$ cat src/rtl/seg_scan_ctrl_pkg.sv
`default_nettype none
// ============================================================================
// Module   : seg_scan_ctrl_pkg
// Brief    : Shared types and helpers for the seven-segment scan controller.
// Revision : 1.0 - initial release
// ============================================================================
package seg_scan_ctrl_pkg;

    typedef enum logic [0:0] {
        ST_GAP  = 1'b0,
        ST_SHOW = 1'b1
    } state_t;

    // Digit enables are active-low on the board.
    localparam logic c_AN_ON = 1'b0;

    function automatic int cnt_width(input int scan_div);
        return (scan_div > 2) ? $clog2(scan_div) : 1;
    endfunction

endpackage
`default_nettype wire

$ cat src/rtl/seg_scan_timer.sv
`default_nettype none
// ============================================================================
// Module   : seg_scan_timer
// Brief    : Phase counter with GAP/SHOW terminal-count flags.
// Revision : 1.0 - initial release
// ============================================================================
module seg_scan_timer
    import seg_scan_ctrl_pkg::*;
#(
    parameter int SCAN_DIV   = 50000,
    parameter int GAP_CYCLES = 16
) (
    input  logic clk,
    input  logic reset,
    input  logic i_show,
    output logic o_gap_done,
    output logic o_show_done
);

    localparam int c_CNT_W = cnt_width(SCAN_DIV);
    localparam logic [c_CNT_W-1:0] c_GAP_LAST  = c_CNT_W'(GAP_CYCLES - 1);
    localparam logic [c_CNT_W-1:0] c_SHOW_LAST = c_CNT_W'(SCAN_DIV - 1);

    logic [c_CNT_W-1:0] r_cnt;

    assign o_gap_done  = !i_show && (r_cnt == c_GAP_LAST);
    assign o_show_done =  i_show && (r_cnt == c_SHOW_LAST);

    // The counter restarts on every phase change, so it never wraps on its own.
    always_ff @(posedge clk or posedge reset) begin
        if (reset) begin
            r_cnt <= '0;
        end else if (o_gap_done || o_show_done) begin
            r_cnt <= '0;
        end else begin
            r_cnt <= r_cnt + c_CNT_W'(1);
        end
    end

endmodule
`default_nettype wire

$ cat src/rtl/seg_scan_ctrl.sv
`default_nettype none
// ============================================================================
// Module   : seg_scan_ctrl
// Brief    : Double-buffered multi-digit seven-segment scan controller.
// Revision : 1.0 - initial release
// ============================================================================
module seg_scan_ctrl
    import seg_scan_ctrl_pkg::*;
#(
    parameter int N_DIGITS   = 4,
    parameter int SCAN_DIV   = 50000,
    parameter int GAP_CYCLES = 16
) (
    input  logic                  clk,
    input  logic                  reset,
    input  logic                  load,
    input  logic [4*N_DIGITS-1:0] data_in,
    input  logic [N_DIGITS-1:0]   blank_in,
    output logic [3:0]            nibble,
    output logic [N_DIGITS-1:0]   an_n,
    output logic                  pending,
    output logic                  frame_done
);

    localparam int c_IDX_W = $clog2(N_DIGITS);
    localparam logic [c_IDX_W-1:0] c_IDX_LAST = c_IDX_W'(N_DIGITS - 1);

    state_t                r_state;
    state_t                w_state_nxt;
    logic [c_IDX_W-1:0]    r_idx;
    logic [c_IDX_W-1:0]    w_idx_nxt;
    logic [4*N_DIGITS-1:0] r_shadow_data;
    logic [N_DIGITS-1:0]   r_shadow_mask;
    logic [4*N_DIGITS-1:0] r_disp_data;
    logic [N_DIGITS-1:0]   r_disp_mask;
    logic [4*N_DIGITS-1:0] w_disp_data_nxt;
    logic [N_DIGITS-1:0]   w_disp_mask_nxt;
    logic                  r_pending;
    logic                  r_frame_done;
    logic [3:0]            r_nibble;
    logic [N_DIGITS-1:0]   r_an_n;
    logic [3:0]            w_nibble_nxt;
    logic [N_DIGITS-1:0]   w_an_n_nxt;
    logic                  w_show;
    logic                  w_gap_done;
    logic                  w_show_done;
    logic                  w_frame_end;

    assign w_show = (r_state == ST_SHOW);

    seg_scan_timer #(
        .SCAN_DIV   (SCAN_DIV),
        .GAP_CYCLES (GAP_CYCLES)
    ) u_timer (
        .clk         (clk),
        .reset       (reset),
        .i_show      (w_show),
        .o_gap_done  (w_gap_done),
        .o_show_done (w_show_done)
    );

    // Next-state values; outputs are decoded from these so they are registered
    // in step with the state they describe.
    always_comb begin
        w_state_nxt     = r_state;
        w_idx_nxt       = r_idx;
        w_disp_data_nxt = r_disp_data;
        w_disp_mask_nxt = r_disp_mask;
        w_frame_end     = w_show_done && (r_idx == c_IDX_LAST);
        w_nibble_nxt    = '0;
        w_an_n_nxt      = {N_DIGITS{~c_AN_ON}};

        case (r_state)
            ST_GAP: begin
                if (w_gap_done) begin
                    w_state_nxt = ST_SHOW;
                end
            end
            ST_SHOW: begin
                if (w_show_done) begin
                    w_state_nxt = ST_GAP;
                    w_idx_nxt   = w_frame_end ? '0 : r_idx + c_IDX_W'(1);
                end
            end
            default: w_state_nxt = ST_GAP;
        endcase

        // Display only swaps at the frame boundary, so a frame never tears.
        if (w_frame_end && r_pending) begin
            w_disp_data_nxt = r_shadow_data;
            w_disp_mask_nxt = r_shadow_mask;
        end

        for (int k = 0; k < N_DIGITS; k++) begin
            if (w_idx_nxt == c_IDX_W'(k)) begin
                w_nibble_nxt = w_disp_data_nxt[4*k +: 4];
                if ((w_state_nxt == ST_SHOW) && !w_disp_mask_nxt[k]) begin
                    w_an_n_nxt[k] = c_AN_ON;
                end
            end
        end
    end

    always_ff @(posedge clk or posedge reset) begin
        if (reset) begin
            r_state       <= ST_GAP;
            r_idx         <= '0;
            r_shadow_data <= '0;
            r_shadow_mask <= '0;
            r_disp_data   <= '0;
            r_disp_mask   <= '0;
            r_pending     <= 1'b0;
            r_frame_done  <= 1'b0;
            r_nibble      <= '0;
            r_an_n        <= {N_DIGITS{~c_AN_ON}};
        end else begin
            r_state      <= w_state_nxt;
            r_idx        <= w_idx_nxt;
            r_disp_data  <= w_disp_data_nxt;
            r_disp_mask  <= w_disp_mask_nxt;
            r_frame_done <= w_frame_end;
            r_nibble     <= w_nibble_nxt;
            r_an_n       <= w_an_n_nxt;
            // A load on the boundary edge wins over the pending clear.
            if (load) begin
                r_shadow_data <= data_in;
                r_shadow_mask <= blank_in;
                r_pending     <= 1'b1;
            end else if (w_frame_end) begin
                r_pending     <= 1'b0;
            end
        end
    end

    assign nibble     = r_nibble;
    assign an_n       = r_an_n;
    assign pending    = r_pending;
    assign frame_done = r_frame_done;

endmodule
`default_nettype wire

$ cat config.mk
export PLATFORM = sky130hd
export DESIGN_NAME = seg_scan_ctrl
export DESIGN_NICKNAME = d
export VERILOG_FILES = /design/src/rtl/seg_scan_ctrl_pkg.sv /design/src/rtl/seg_scan_timer.sv /design/src/rtl/seg_scan_ctrl.sv
export SDC_FILE = /design/constraint.sdc
export NUM_CORES = 1
export LEC_CHECK = 0
export ABC_AREA = 1
export BUFFER_PORTS_ARGS = -buffer_cell sky130_fd_sc_hd__buf_2
export CORE_MARGIN = 2
export CORE_UTILIZATION = 50
export DETAILED_ROUTE_END_ITERATION = 7
export GPL_TIMING_DRIVEN = 0
export PLACE_DENSITY_LB_ADDON = 0.08
export SLEW_MARGIN = 15
export SYNTH_ARGS = -nofsm -noshare
export SYNTH_HDL_FRONTEND = slang
export SYNTH_SLANG_ARGS = --single-unit
$ cat constraint.sdc
create_clock -name clk -period 7.04 [get_ports clk]
set_clock_uncertainty 0.15 [all_clocks]
set_input_delay 1.408 -clock clk [delete_from_list [all_inputs] [get_ports clk]]
set_output_delay 1.408 -clock clk [all_outputs]
set_load 0.005 [all_outputs]
### Word level (Yosys, flattened, before mapping)

Cells that the tools add are included.

| cells by class | value |
|---|---|
| $add $sub $neg | 2 |
| equality and inequality tests | 6 |
| muxes and demuxes | 23 |
| bitwise operators | 1 |
| reductions and logical operators | 16 |

Operators by type and width:

| kind | number |
|---|---|
| $mux 16 | 2 |
| $mux 4 | 5 |
| $add 16x1->16 const B | 1 |
| $eq 16x16->1 const B | 1 |
| $eq 16x4->1 const B | 1 |
| $mux 1 | 12 |
| $logic_and 1x1->1 | 8 |
| $eq 2x2->1 const B | 3 |
| $mux 2 | 3 |
| $logic_not 1->1 | 5 |
| $add 2x1->2 const B | 1 |
| $eq 2x1->1 const B | 1 |
| $logic_not 2->1 | 1 |
| $pmux 1 s2 | 1 |
| $reduce_bool 2->1 | 1 |
| $logic_or 1x1->1 | 1 |
| $not 1->1 | 1 |

| word-level totals | value |
|---|---|
| bits in registers | 69 |
| input bits | 23 |
| output and inout port bits | 10 |
| word-level logic and storage cells | 59 |

### Logic depth before layout (Yosys ltp)

Gate-level depths: netlist (run 1).

| logic depth | value |
|---|---|
| word-level depth | 11 |
| depth in mapped cells | 11 |
| mapped depth without buffers | 11 |

### Cells and area by module

Synthesis (run 1) repeated with hierarchy kept, for this count alone.

| unflattened totals | value |
|---|---|
| cell total of the unflattened synthesis | 362 |
| area total of the unflattened synthesis | 3080.5 um^2 |

Modules (own cells, without submodules):

| module | instances | cells each | area an instance (um^2) | seq. area each (um^2) |
|---|---|---|---|---|
| seg_scan_ctrl | 1 | 233 | 2124.5 | 1331.3 |
| seg_scan_timer | 1 | 129 | 955.9 | 400.4 |

### Least setup slack after synthesis (run 1)

No wires, ideal clock.

| timing | value |
|---|---|
| path type | input to register |
| from | in load |
| to | reg r_shadow_data[4] |
| library setup time | 0.117 ns |
| arrival time | 2.103 ns |
| data required time | 6.773 ns |
| path slack | 4.670 ns |
| stages | 5 |
| path buffers | 2 |
| cells stage by stage | clkbuf_1 > clkinv_1 > clkbuf_1 > nand2_1 > nand2_1 |

RTL lines:

| element | RTL line | RTL |
|---|---|---|
| start: declaration | seg_scan_ctrl.sv:16 | `input logic load,` |
| end signal: assignment | seg_scan_ctrl.sv:126 | `r_shadow_data <= data_in;` |
| end: declaration | seg_scan_ctrl.sv:32 | `logic [4*N_DIGITS-1:0] r_shadow_data;` |

### Worst setup path after layout (run 1)

| timing | value |
|---|---|
| from | reg r_pending, in the netlist pending |
| to | out pending |

RTL lines:

| element | RTL line | RTL |
|---|---|---|
| start: declaration | seg_scan_ctrl.sv:38 | `logic r_pending;` |
| start signal: assignment | seg_scan_ctrl.sv:112 | `r_pending <= 1'b0;` |
| start signal: assignment | seg_scan_ctrl.sv:128 | `r_pending <= 1'b1;` |
| start signal: assignment | seg_scan_ctrl.sv:130 | `r_pending <= 1'b0;` |
| end: declaration | seg_scan_ctrl.sv:21 | `output logic pending,` |

No word-level cell between the ends.

==> summary.txt, run 1 <==
Run status
  – Status: finished clean

Critical path
  – R2R setup slack: a little under 5 ns
  – Startpoint types: flop
  – RR Startpoint: u_timer.r_cnt[0]
  – Worst Setup Path Type: reg -> out
  – Worst reg2reg endpoint: nibble[1]
  – Worst Path Max Fanout: 7
  – Top delay family on crit path: flip-flops
  – Crit-path max cell delay: ~0.47 ns
  – Reg2reg path depth: 10
  – Critical Path AT: between 0.9 and 1 ns
  – CP bufs+invs: 1
  – Max stage delay cell, worst path: dfrtp_1
  – CP endpoint kind: output port
  – Worst Path Required: approximately 5.5 ns
  – Critical path, cell by cell: buf_2

Floorplanning
  – Die span in x: approximately 84 um
  – Core area: roughly 6300 um^2
  – Starting Density: around half
  – Row cnt: 29
  – Die span in y: 83.9 um
  – Die area: 7040 um^2
  – I/O pins: 33

Timing
  – Setup-failing EPs final: 0
  – Worst Max-Slew Pin Slew: roughly 0.56 ns
  – Setup TNS: 0 ns
  – Tmin final: between 2 and 3 ns
  – Setup ws final: about 4.5 ns
  – Final Hold Viols: 0
  – Slew Viols, Final: 0
  – Relative slew margins: about 63%
  – RSZ-0062 raised after global routing: no
  – Worst hold margin: 0.323 ns
  – Upper clock frequency limit: 397 MHz
  – Final period utilization: between 30% and 40%

Worst hold path
  – WHS Endpoint: r_disp_data[3]
  – Hold path startpoint: r_disp_data[3]
  – Worst hold-check path type: reg -> reg
  – Number of cells on the worst hold path: 2

CTS
  – Cts repair resizes: 0
  – Clk root buf: clkbuf_8
  – Worst-Skew Late Latency: ~0.34 ns
  – Setup bufs post-CTS: 0
  – CTS Buf Count: 9
  – Max clock buf depth: 2
  – # hold bufs at CTS: 0
  – Clock slew at reported path FFs: 0.08 ns
  – CTS Sinks: 69
  – Htree depth: 3
  – TritonCTS clock tree: yes

Drt
  – Drt initial violations: 118
  – ANT nets after route: 0
  – Avg WL per Cell: around 13 um
  – Drt pass-1 iters: 4
  – Total number of vias: between 2,000 and 2,500
  – Remaining DRCs: 0
  – WL final: 6310 um
  – Post-DR vias/cell: roughly 5

Cells and area
  – Area Growth Syn to Fin: 15.8%
  – N_diodes: 0
  – Final #Nets: ~440
  – Final Instance Area: ~3700 um^2
  – Share of cells above drive strength 1: between 20% and 30%

Pwr
  – Tot Pwr: around 0.00080 W
  – Switching share of total power: a little over a fifth
  – Combinational group share of total power: approximately 3.8%
  – Peak VDD IR: about 0.16 mV
  – PD cells: 216 nW/um^2
  – Pint: 0.000626 W
  – Leak Pwr: ~1.9 nW
  – Net Switching: 0.000173 W
  – Sequential fraction of design power: 51.6%
  – Clock network power share: 44.6%

Place
  – PortBufs: 31
  – DP HPWL: roughly 4600 um
  – Gp weighted congestion: around 0.88
  – Area post-placement: between 3000 and 4000 um^2
  – Post-place setup slack: between 4 and 5 ns

Synth
  – Synthesized area: around 3200 um^2
  – Most common cell in the synthesized netlist: nand2_1
  – Top cells by area, synth: dfrtp_1 51%, nand2_1 16%, inv_1 4.9%
  – Sequential fraction of the synthesis area: 54.2%
  – Top_reg_cell synth: dfrtp_1
  – Flops & latches, synth: a little under 70
  – Mapped Nets: about 390
  – Synth warn: 0
  – Share of the synthesized area in the top cell type: 50.9%
  – Count of cell types in the netlist: 34
  – Post-synth EDFFs: 0
  – Synth Area per Inst: 8.65 um^2
  – Commonest cells in the synthesized netlist: 132 x nand2_1, 65 x dfrtp_1, 42 x inv_1, 22 x nand4_1, 17 x nand3_1
  – Area leader, netlist: dfrtp_1
  – FFs w/ async S/R, synth: 100%
  – Synth Instances: 369

Job
  – Max cap viols: 0

Global route
  – Largest net degree at the start of global routing: 56
  – Vias in the first global route: ~2,300
  – First-pass GRT wire length: between 10,000 and 15,000 um
  – Initial antenna violation count: 0
  – GRT Total Usage: between 10% and 20%
  – GRT overflow: 0
-- registers in the layout (all words and copies together) (netlist names) --
name,count
r_disp_data,16
r_disp_mask,4
r_idx,2
nibble,4
r_shadow_data,16
an_n,4
r_state,1
u_timer.r_cnt,16
frame_done,1
pending,1
r_shadow_mask,4
-- per-stage QoR --
stage / std cells / util (%)
global placement: 477 / 54.9
floorplan: 369 / -
finish: 493 / 58.9
global route: 493 / 58.9
CTS: 493 / 58.9
detailed placement: 478 / 55.4
-- metal layers --
layer  GRT usage (%)  share of wire, %  vias up
met5               0                 0        -
met4            6.60              0.95        0
met3            4.85               3.5        6
met2            27.6                42       38
met1            30.7                53     1108
li1                -                 -     1259
-- power by group through the flow --
stage | registers (W) | logic [W] | clock network [W]
6_report | 0.000412 | 0.0000305 | 0.000357
3_5_place_dp | 0.000419 | 0.0000315 | 0
3_3_place_gp | 0.000419 | 0.0000287 | 0
4_1_cts | 0.000412 | 0.0000315 | 0.000367
5_1_grt | 0.000413 | 0.0000363 | 0.000388
2_1_floorplan | 0.000418 | 0.0000182 | 0
-- worst max path at each step --
stage | start | to | slack [ns] | depth (start not counted)
6_report | pending | pending | 4.52 | 1
5_1_grt | pending | pending | 4.44 | 1
4_1_cts | pending | pending | 4.49 | 1
3_5_place_dp | load | r_shadow_data[8] | 4.33 | 5
3_3_place_gp | reset | r_shadow_mask[1] | 2.87 | 2
2_1_floorplan | reset | frame_done | 3.75 | 1
-- logic make-up (layout without fill, tap and decap cells) --
group	count (synthesis)	count (layout)	synth area share (%)
and+or+nand+nor	217	217	32.4
DFF	69	69	54.2
buffers and inverters	56	103	7.21
AOI/OAI and AO/OA	19	19	3.76
xor gates and xnor gates	6	6	1.65
adders and majority gates	2	2	0.784
-- layout by cell type (no fill, tap or decap), types with 2 or more instances in the layout --
master,Yosys,layout
clkinvlp_4,0,2
nor3b_1,2,2
inv_2,3,3
nand3_2,4,4
nand2_2,3,3
dfrtp_1,65,65
nor3_1,5,5
nor2_4,5,5
buf_6,2,2
o21ai_0,7,7
o21ai_1,4,4
nor2_2,6,6
xor2_1,6,6
o21ai_2,5,5
buf_2,1,32
inv_1,42,41
bufinv_16,0,2
dfstp_2,4,4
nand3_1,17,17
clkbuf_1,6,6
clkbuf_8,0,10
nand4_1,22,22
nand2_1,132,132
ha_1,2,2
nor2_1,14,14
-- final cells by class --
| type | count | area (um^2) |
|---|---|---|
| timing repair buffer | 32 | 183 |
| inverter | 46 | 175 |
| clock inverter | 5 | 83.8 |
| clock buffer | 10 | 138 |
| sequential | 69 | 1730 |
| buffer | 10 | 57.6 |
| multi-input combinational | 244 | 1230 |
| tap | 77 | 96.3 |
| fill | 602 | 2580 |
No activity file was read; power rests on OpenSTA's default activity.
==> run 2, diff against run 1 <==
ABC_AREA = 0   (was 1)
clock period = 2.4 ns   (was 7.04 ns; I/O delays follow)
==> run 2 against run 1 <==
  * Combinational power grew to 3.0 times the previous value
  * Die area shrank 8.3%
  * First-iteration DRC count shrank 41%
  * Power grew to 3.3 times the previous value
  * Design area shrank 3.6%
  * Flip-flop and latch count is the same
  * Via count shrank 26%
  * Clock power grew to 3.8 times the previous value
  * Critical path depth grew 7
  * Critical endpoint is now nibble[2]
  * Largest cell class unchanged
  * Highest routed layer unchanged
==> summary.txt, run 2 <==
Run status
  – Status: finished clean

Critical path
  – Worst Path Required: roughly 2.5 ns
  – R2R setup slack: 0.08 ns
  – Worst Setup Path Type: reg -> reg
  – CP endpoint kind: flop
  – Reg2reg path depth: 8
  – Worst Path Max Fanout: 10
  – Startpoint types: flop
  – Worst reg2reg endpoint: nibble[2]
  – Critical Path AT: about 2.4 ns
  – RR Startpoint: u_timer.r_cnt[12]

CTS
  – Clk root buf: clkbuf_8
  – Worst-Skew Late Latency: about 0.34 ns
  – CTS Buf Count: 9
  – TritonCTS clock tree: yes
  – Htree depth: 3
  – Clock slew at reported path FFs: 0.08 ns
  – Max clock buf depth: 2
  – CTS Sinks: 69

Floorplanning
  – I/O pins: 33
  – Die area: ~6500 um^2
  – Die span in x: 80.4 um
  – Starting Density: 52.3%
  – Die span in y: about 80 um
  – Row cnt: 27
  – Core area: between 5000 and 6000 um^2

Synth
  – Commonest cells in the synthesized netlist: 65 x dfrtp_1, 37 x mux2_2, 14 x nor2_1, 10 x mux2i_1
  – Flops & latches, synth: a little under 70
  – Top_reg_cell synth: dfrtp_1
  – Share of the synthesized area in the top cell type: around 56%
  – Count of cell types in the netlist: 38
  – Synth Instances: ~210
  – Post-synth EDFFs: 0
  – Synthesized area: 2920 um^2
  – Most common cell in the synthesized netlist: dfrtp_1
  – FFs w/ async S/R, synth: 100%
  – Synth warn: 0
  – Area leader, netlist: dfrtp_1
  – Mapped Nets: 237
  – Sequential fraction of the synthesis area: between 50% and 60%
  – Synth Area per Inst: around 14 um^2
  – Top cells by area, synth: dfrtp_1 56%, mux2_2 14%, dfstp_2 3.6%

Drt
  – Post-DR vias/cell: between 5 and 6
  – Top sig layer: met4
  – Total number of vias: around 1,800
  – Remaining DRCs: 0
  – WL met3: about 180 um
  – Drt pass-1 iters: 6
  – Met1 WL: approximately 2400 um
  – Avg WL per Cell: 14.9 um
  – ANT nets after route: 0
  – Drt initial violations: 70
  – WL final: between 5000 and 6000 um
  – DR WL met2: 2320 um

Pwr
  – Leak Pwr: roughly 1.8 nW
  – PD cells: ~750 nW/um^2
  – Peak VDD IR: ~0.64 mV

Cells and area
  – Regs by FF count: r_disp_data: 16 flops, r_shadow_data: 16 flops, u_timer.r_cnt: 16 flops
  – Area Growth Syn to Fin: 22.2%
  – Commonest non-fill, non-tap cells in the layout: 65 x dfrtp_1, 37 x mux2_2, 32 x buf_2
  – Util after Layout: a little under two thirds
  – Leading cell type in the layout, fill and taps excluded: dfrtp_1
  – Non-filler cells, final: approximately 340
  – Final #Nets: 286
  – Final Instance Area: between 3000 and 4000 um^2
  – Share of cells above drive strength 1: a little over two fifths
  – N_diodes: 0

Timing
  – Worst Max-Slew Pin Slew: roughly 0.66 ns
  – RSZ-0062 raised after global routing: yes
  – Final period utilization: 96.8%
  – Slew Viols, Final: 0
  – Tmin final: roughly 2.3 ns
  – Relative slew margins: between 50% and 60%
  – Final Hold Viols: 0
  – Setup-failing EPs final: 0
  – Upper clock frequency limit: around 430 MHz
  – Setup TNS: 0 ns

Global route
  – GRT Total Usage: ~18%
  – GRT overflow: 0
  – Vias in the first global route: roughly 1,800
  – Initial antenna violation count: 0
  – Largest net degree at the start of global routing: 53
  – First-pass GRT wire length: between 8000 and 9000 um

Worst hold path
  – Number of cells on the worst hold path: 2
  – WHS Endpoint: r_shadow_data[11]
  – Worst hold-check path type: in -> reg
  – Hold path startpoint: data_in[11]

Place
  – # placed instances: ~320
  – Area post-placement: roughly 3200 um^2
  – PortBufs: 32
  – DP HPWL: 3380 um
  – Gp weighted congestion: between 0.7 and 0.8

Job
  – Max cap viols: 0
[run 2: cell types whose count changed in the layout (fill, tap and decap cells not counted), sizes merged, moves of 4 or more]
cell	change
mux2	+41
xnor2	+7
nor2	-10
and3	+5
o21ai	-15
nand2	-128
nand4	-20
a21oi	+4
mux2i	+11
nand3	-15
inv	-42
buf	+4
[run 2: report_power, final]
| part | leakage [nW] | internal (W) | switching (W) | total (W) |
|---|---|---|---|---|
| Sequential | 0.885 | 0.00120 | 0.0000166 | 0.00121 |
| Clock | 0.143 | 0.000929 | 0.000433 | 0.00136 |
| Combinational | 0.762 | 0.0000496 | 0.0000428 | 0.0000923 |
[run 2: layout make-up]
type | instances | area [um^2]
buffer | 6 | 48.8
clock buffer | 10 | 138
clock inverter | 6 | 158
fill | 431 | 2010
inverter | 4 | 17.5
multi-input combinational | 133 | 1130
sequential | 69 | 1730
tap | 72 | 90.1
timing repair buffer | 38 | 244
[run 2: logic make-up after synthesis]
group	Yosys count	synth area share [%]
AOI/OAI and AO/OA	11	2.49
xor gates and xnor gates	14	4.21
adders and majority gates	2	0.858
buffers and inverters	10	2.06
DFF	69	59.4
muxes	52	20.6
and+or+nand+nor	54	10.4
[run 2: repair_timing]
item,in CTS,in global routing
resized for setup,0,4
endpoints found under the hold margin,17,0
hold buffers,1,0
buffers inserted,3,1
setup endpoints to repair,2,4
pin swaps,0,1
[run 2: worst max path at each step]
stage,from,to,cells after the start
finish,u_timer.r_cnt[12],nibble[2],8
global route,u_timer.r_cnt[12],nibble[2],8
CTS,u_timer.r_cnt[0],nibble[3],9
detailed placement,u_timer.r_cnt[0],nibble[2],9
global placement,reset,r_shadow_data[2],2
floorplan,reset,frame_done,1
[run 2: per-layer routing]
metal	global-route usage, %	vias to the layer above
met5	0	-
met4	9.32	0
met3	4.04	10
met2	25.8	37
met1	25.1	889
li1	-	842
[run 2: worst max-delay path: stages, from the launching register on]
cell and delay [ns]:
dfrtp_1 0.43, nor4_2 0.34, and3_1 0.23, buf_6 0.15
nand4_4 0.12, buf_8 0.18, mux2_4 0.31, o22ai_1 0.18
a211oi_1 0.09
[run 2: through the flow]
step	hold WS, ns	setup slack (ns)	power, W
5_1_grt	0.203	-0.0343	0.00276
3_3_place_gp	0.324	-0.804	0.00132
6_report	0.218	0.0763	0.00267
4_1_cts	0.204	0.0562	0.00270
3_5_place_dp	0.292	-0.0324	0.00133
2_1_floorplan	0.298	0.0368	0.00129
==> run 3, diff against run 2 <==
--- a/config.mk
+++ b/config.mk
@@ -13,3 +13,3 @@
 export GPL_TIMING_DRIVEN = 0
-export PLACE_DENSITY_LB_ADDON = 0.08
+export PLACE_DENSITY = 0.82
 export SLEW_MARGIN = 15
==> constraint.sdc (replaced) <==
create_clock -name clk -period 2.4 [get_ports clk]
set_clock_uncertainty 0.15 [all_clocks]
set_input_delay 0.24 -clock clk [delete_from_list [all_inputs] [get_ports clk]]
set_output_delay 0.24 -clock clk [all_outputs]
set_load 0.005 [all_outputs]
==> run 3 against run 2 <==
  * Sequential share of layout area shrank 1.7 points
  * Setup slack gained 0.0091 ns
  * Die area is the same
  * Clock-buffer cell count grew 2
  * Flip-flop and latch count is the same
==> summary.txt, run 3 (synthesized netlist as in run 2, its figures left out) <==
Global route
  – GRT overflow: 0
  – Vias in the first global route: 1,833
  – GRT Total Usage: between 10% and 20%
  – First-pass GRT wire length: between 8000 and 9000 um
  – Largest net degree at the start of global routing: 57
  – Initial antenna violation count: 0

Cells and area
  – Util after Layout: about two thirds
  – Leading cell type in the layout, fill and taps excluded: dfrtp_1
  – Final #Nets: just over 300
  – Final Instance Area: between 3000 and 4000 um^2
  – Regs by FF count: r_disp_data: 16 flops, r_shadow_data: 16 flops, u_timer.r_cnt: 16 flops
  – Non-filler cells, final: between 300 and 400
  – Area Growth Syn to Fin: 26.7%
  – Share of cells above drive strength 1: roughly 39%
  – N_diodes: 0
  – Commonest non-fill, non-tap cells in the layout: 65 x dfrtp_1, 37 x mux2_2, 32 x buf_2

CTS
  – Clk root buf: clkbuf_8
  – Max clock buf depth: 2
  – CTS Buf Count: 9
  – Worst-Skew Late Latency: 0.35 ns
  – CTS Sinks: 69
  – Clock slew at reported path FFs: 0.07 ns
  – Htree depth: 3
  – TritonCTS clock tree: yes

Place
  – # placed instances: 317
  – Post-place setup slack: -0.00457 ns
  – Area post-placement: approximately 3200 um^2
  – Gp weighted congestion: about 0.84
  – DP HPWL: about 3300 um
  – PortBufs: 32

Pwr
  – PD cells: approximately 650 nW/um^2
  – Peak VDD IR: between 0.4 and 0.5 mV
  – Leak Pwr: ~1.8 nW

Run status
  – Status: finished clean

Drt
  – Post-DR vias/cell: ~5
  – ANT nets after route: 0
  – Total number of vias: 1,831
  – Drt pass-1 iters: 5
  – WL final: about 5000 um
  – Avg WL per Cell: approximately 14 um
  – Remaining DRCs: 0
  – Drt initial violations: 128

Floorplanning
  – Row cnt: 27
  – Core area: 5570 um^2
  – Starting Density: a little over half
  – Die area: between 6000 and 7000 um^2
  – Die span in x: between 80 and 90 um
  – I/O pins: 33
  – Die span in y: about 80 um

Critical path
  – Critical Path AT: approximately 2.4 ns
  – Worst Path Max Fanout: 8
  – Worst Setup Path Type: reg -> reg
  – CP endpoint kind: flop
  – Startpoint types: flop
  – Worst Path Required: 2.45 ns

Timing
  – Slew Viols, Final: 0
  – Worst Max-Slew Pin Slew: 0.670 ns
  – Upper clock frequency limit: about 430 MHz
  – Setup-failing EPs final: 0
  – Setup ws final: ~0.085 ns
  – Relative slew margins: 55.3%
  – Tmin final: around 2.3 ns
  – Final period utilization: a little over nine tenths
  – Final Hold Viols: 0

Job
  – Max cap viols: 0

Worst hold path
  – Worst hold-check path type: in -> reg
-- run 3: cell count changes in the layout (fill, tap and decap cells not counted), moves of 2 or more --
cell           change
dlygate4sd3_1     +20
bufinv_16          -3
buf_6              -2
clkinv_2           +2
-- run 3: layout make-up --
class,count,area [um^2]
timing repair buffer,58,445
clock inverter,4,70.1
buffer,6,52.6
inverter,4,17.5
fill,385,1880
clock buffer,12,155
multi-input combinational,133,1130
sequential,69,1730
tap,72,90.1
-- run 3: worst max-delay path, cell delays in order, from the launching register on --
cell       delay (ns)
dfrtp_1          0.38
ha_2             0.20
and3_4           0.20
and3_1           0.16
buf_6            0.14
nand4_4          0.16
clkbuf_16        0.21
mux2_4           0.30
o22ai_1          0.16
a211oi_1         0.11
-- run 3: final timing paths --
path / startpoint / to / slack [ns] / cells past startpoint
max: u_timer.r_cnt[1] / nibble[2] / 0.09 / 9
min: load / r_shadow_data[15] / 0.03 / 2
max reg2reg: u_timer.r_cnt[1] / nibble[2] / 0.09 / 9
min reg2reg: r_disp_mask[3] / r_disp_mask[3] / 0.34 / 1
max in group asynchronous: reset / an_n[3] / 1.34 / 4
min in group asynchronous: reset / r_shadow_data[4] / 0.21 / 3
-- run 3: stage by stage --
step / total power, W / setup TNS (ns) / hold slack [ns]
6_report: 0.00238 / 0 / 0.0269
5_1_grt: 0.00247 / -0.0113 / 0.0249
4_1_cts: 0.00241 / 0 / 0.0143
3_5_place_dp: 0.00133 / -0.00457 / 0.0247
3_3_place_gp: 0.00132 / -31.38 / 0.321
2_1_floorplan: 0.00129 / 0 / 0.242
-- run 3: metal layers --
metal / vias up / GRT usage [%] / wire length (um)
li1: 885 / - / -
met1: 896 / 23.0 / 2270
met2: 41 / 27.8 / 2560
met3: 9 / 4.83 / 223
met4: 0 / 7.63 / 70
met5: - / 0 / 0
-- run 3: what timing repair did --
item,4_1_cts,5_1_grt
endpoints found under the hold margin,85,0
pin swaps,0,0
hold buffers,21,0
gates resized for setup,0,4
buffers inserted,2,1
endpoints found under the setup margin,1,4
gates cloned,0,1
-- run 3: report_power, final --
group	total [W]	internal [W]	switching [W]	leakage, nW
registers	0.00121	0.00120	0.0000171	0.885
clock network	0.00105	0.000638	0.000413	0.116
logic	0.000118	0.0000708	0.0000471	0.847
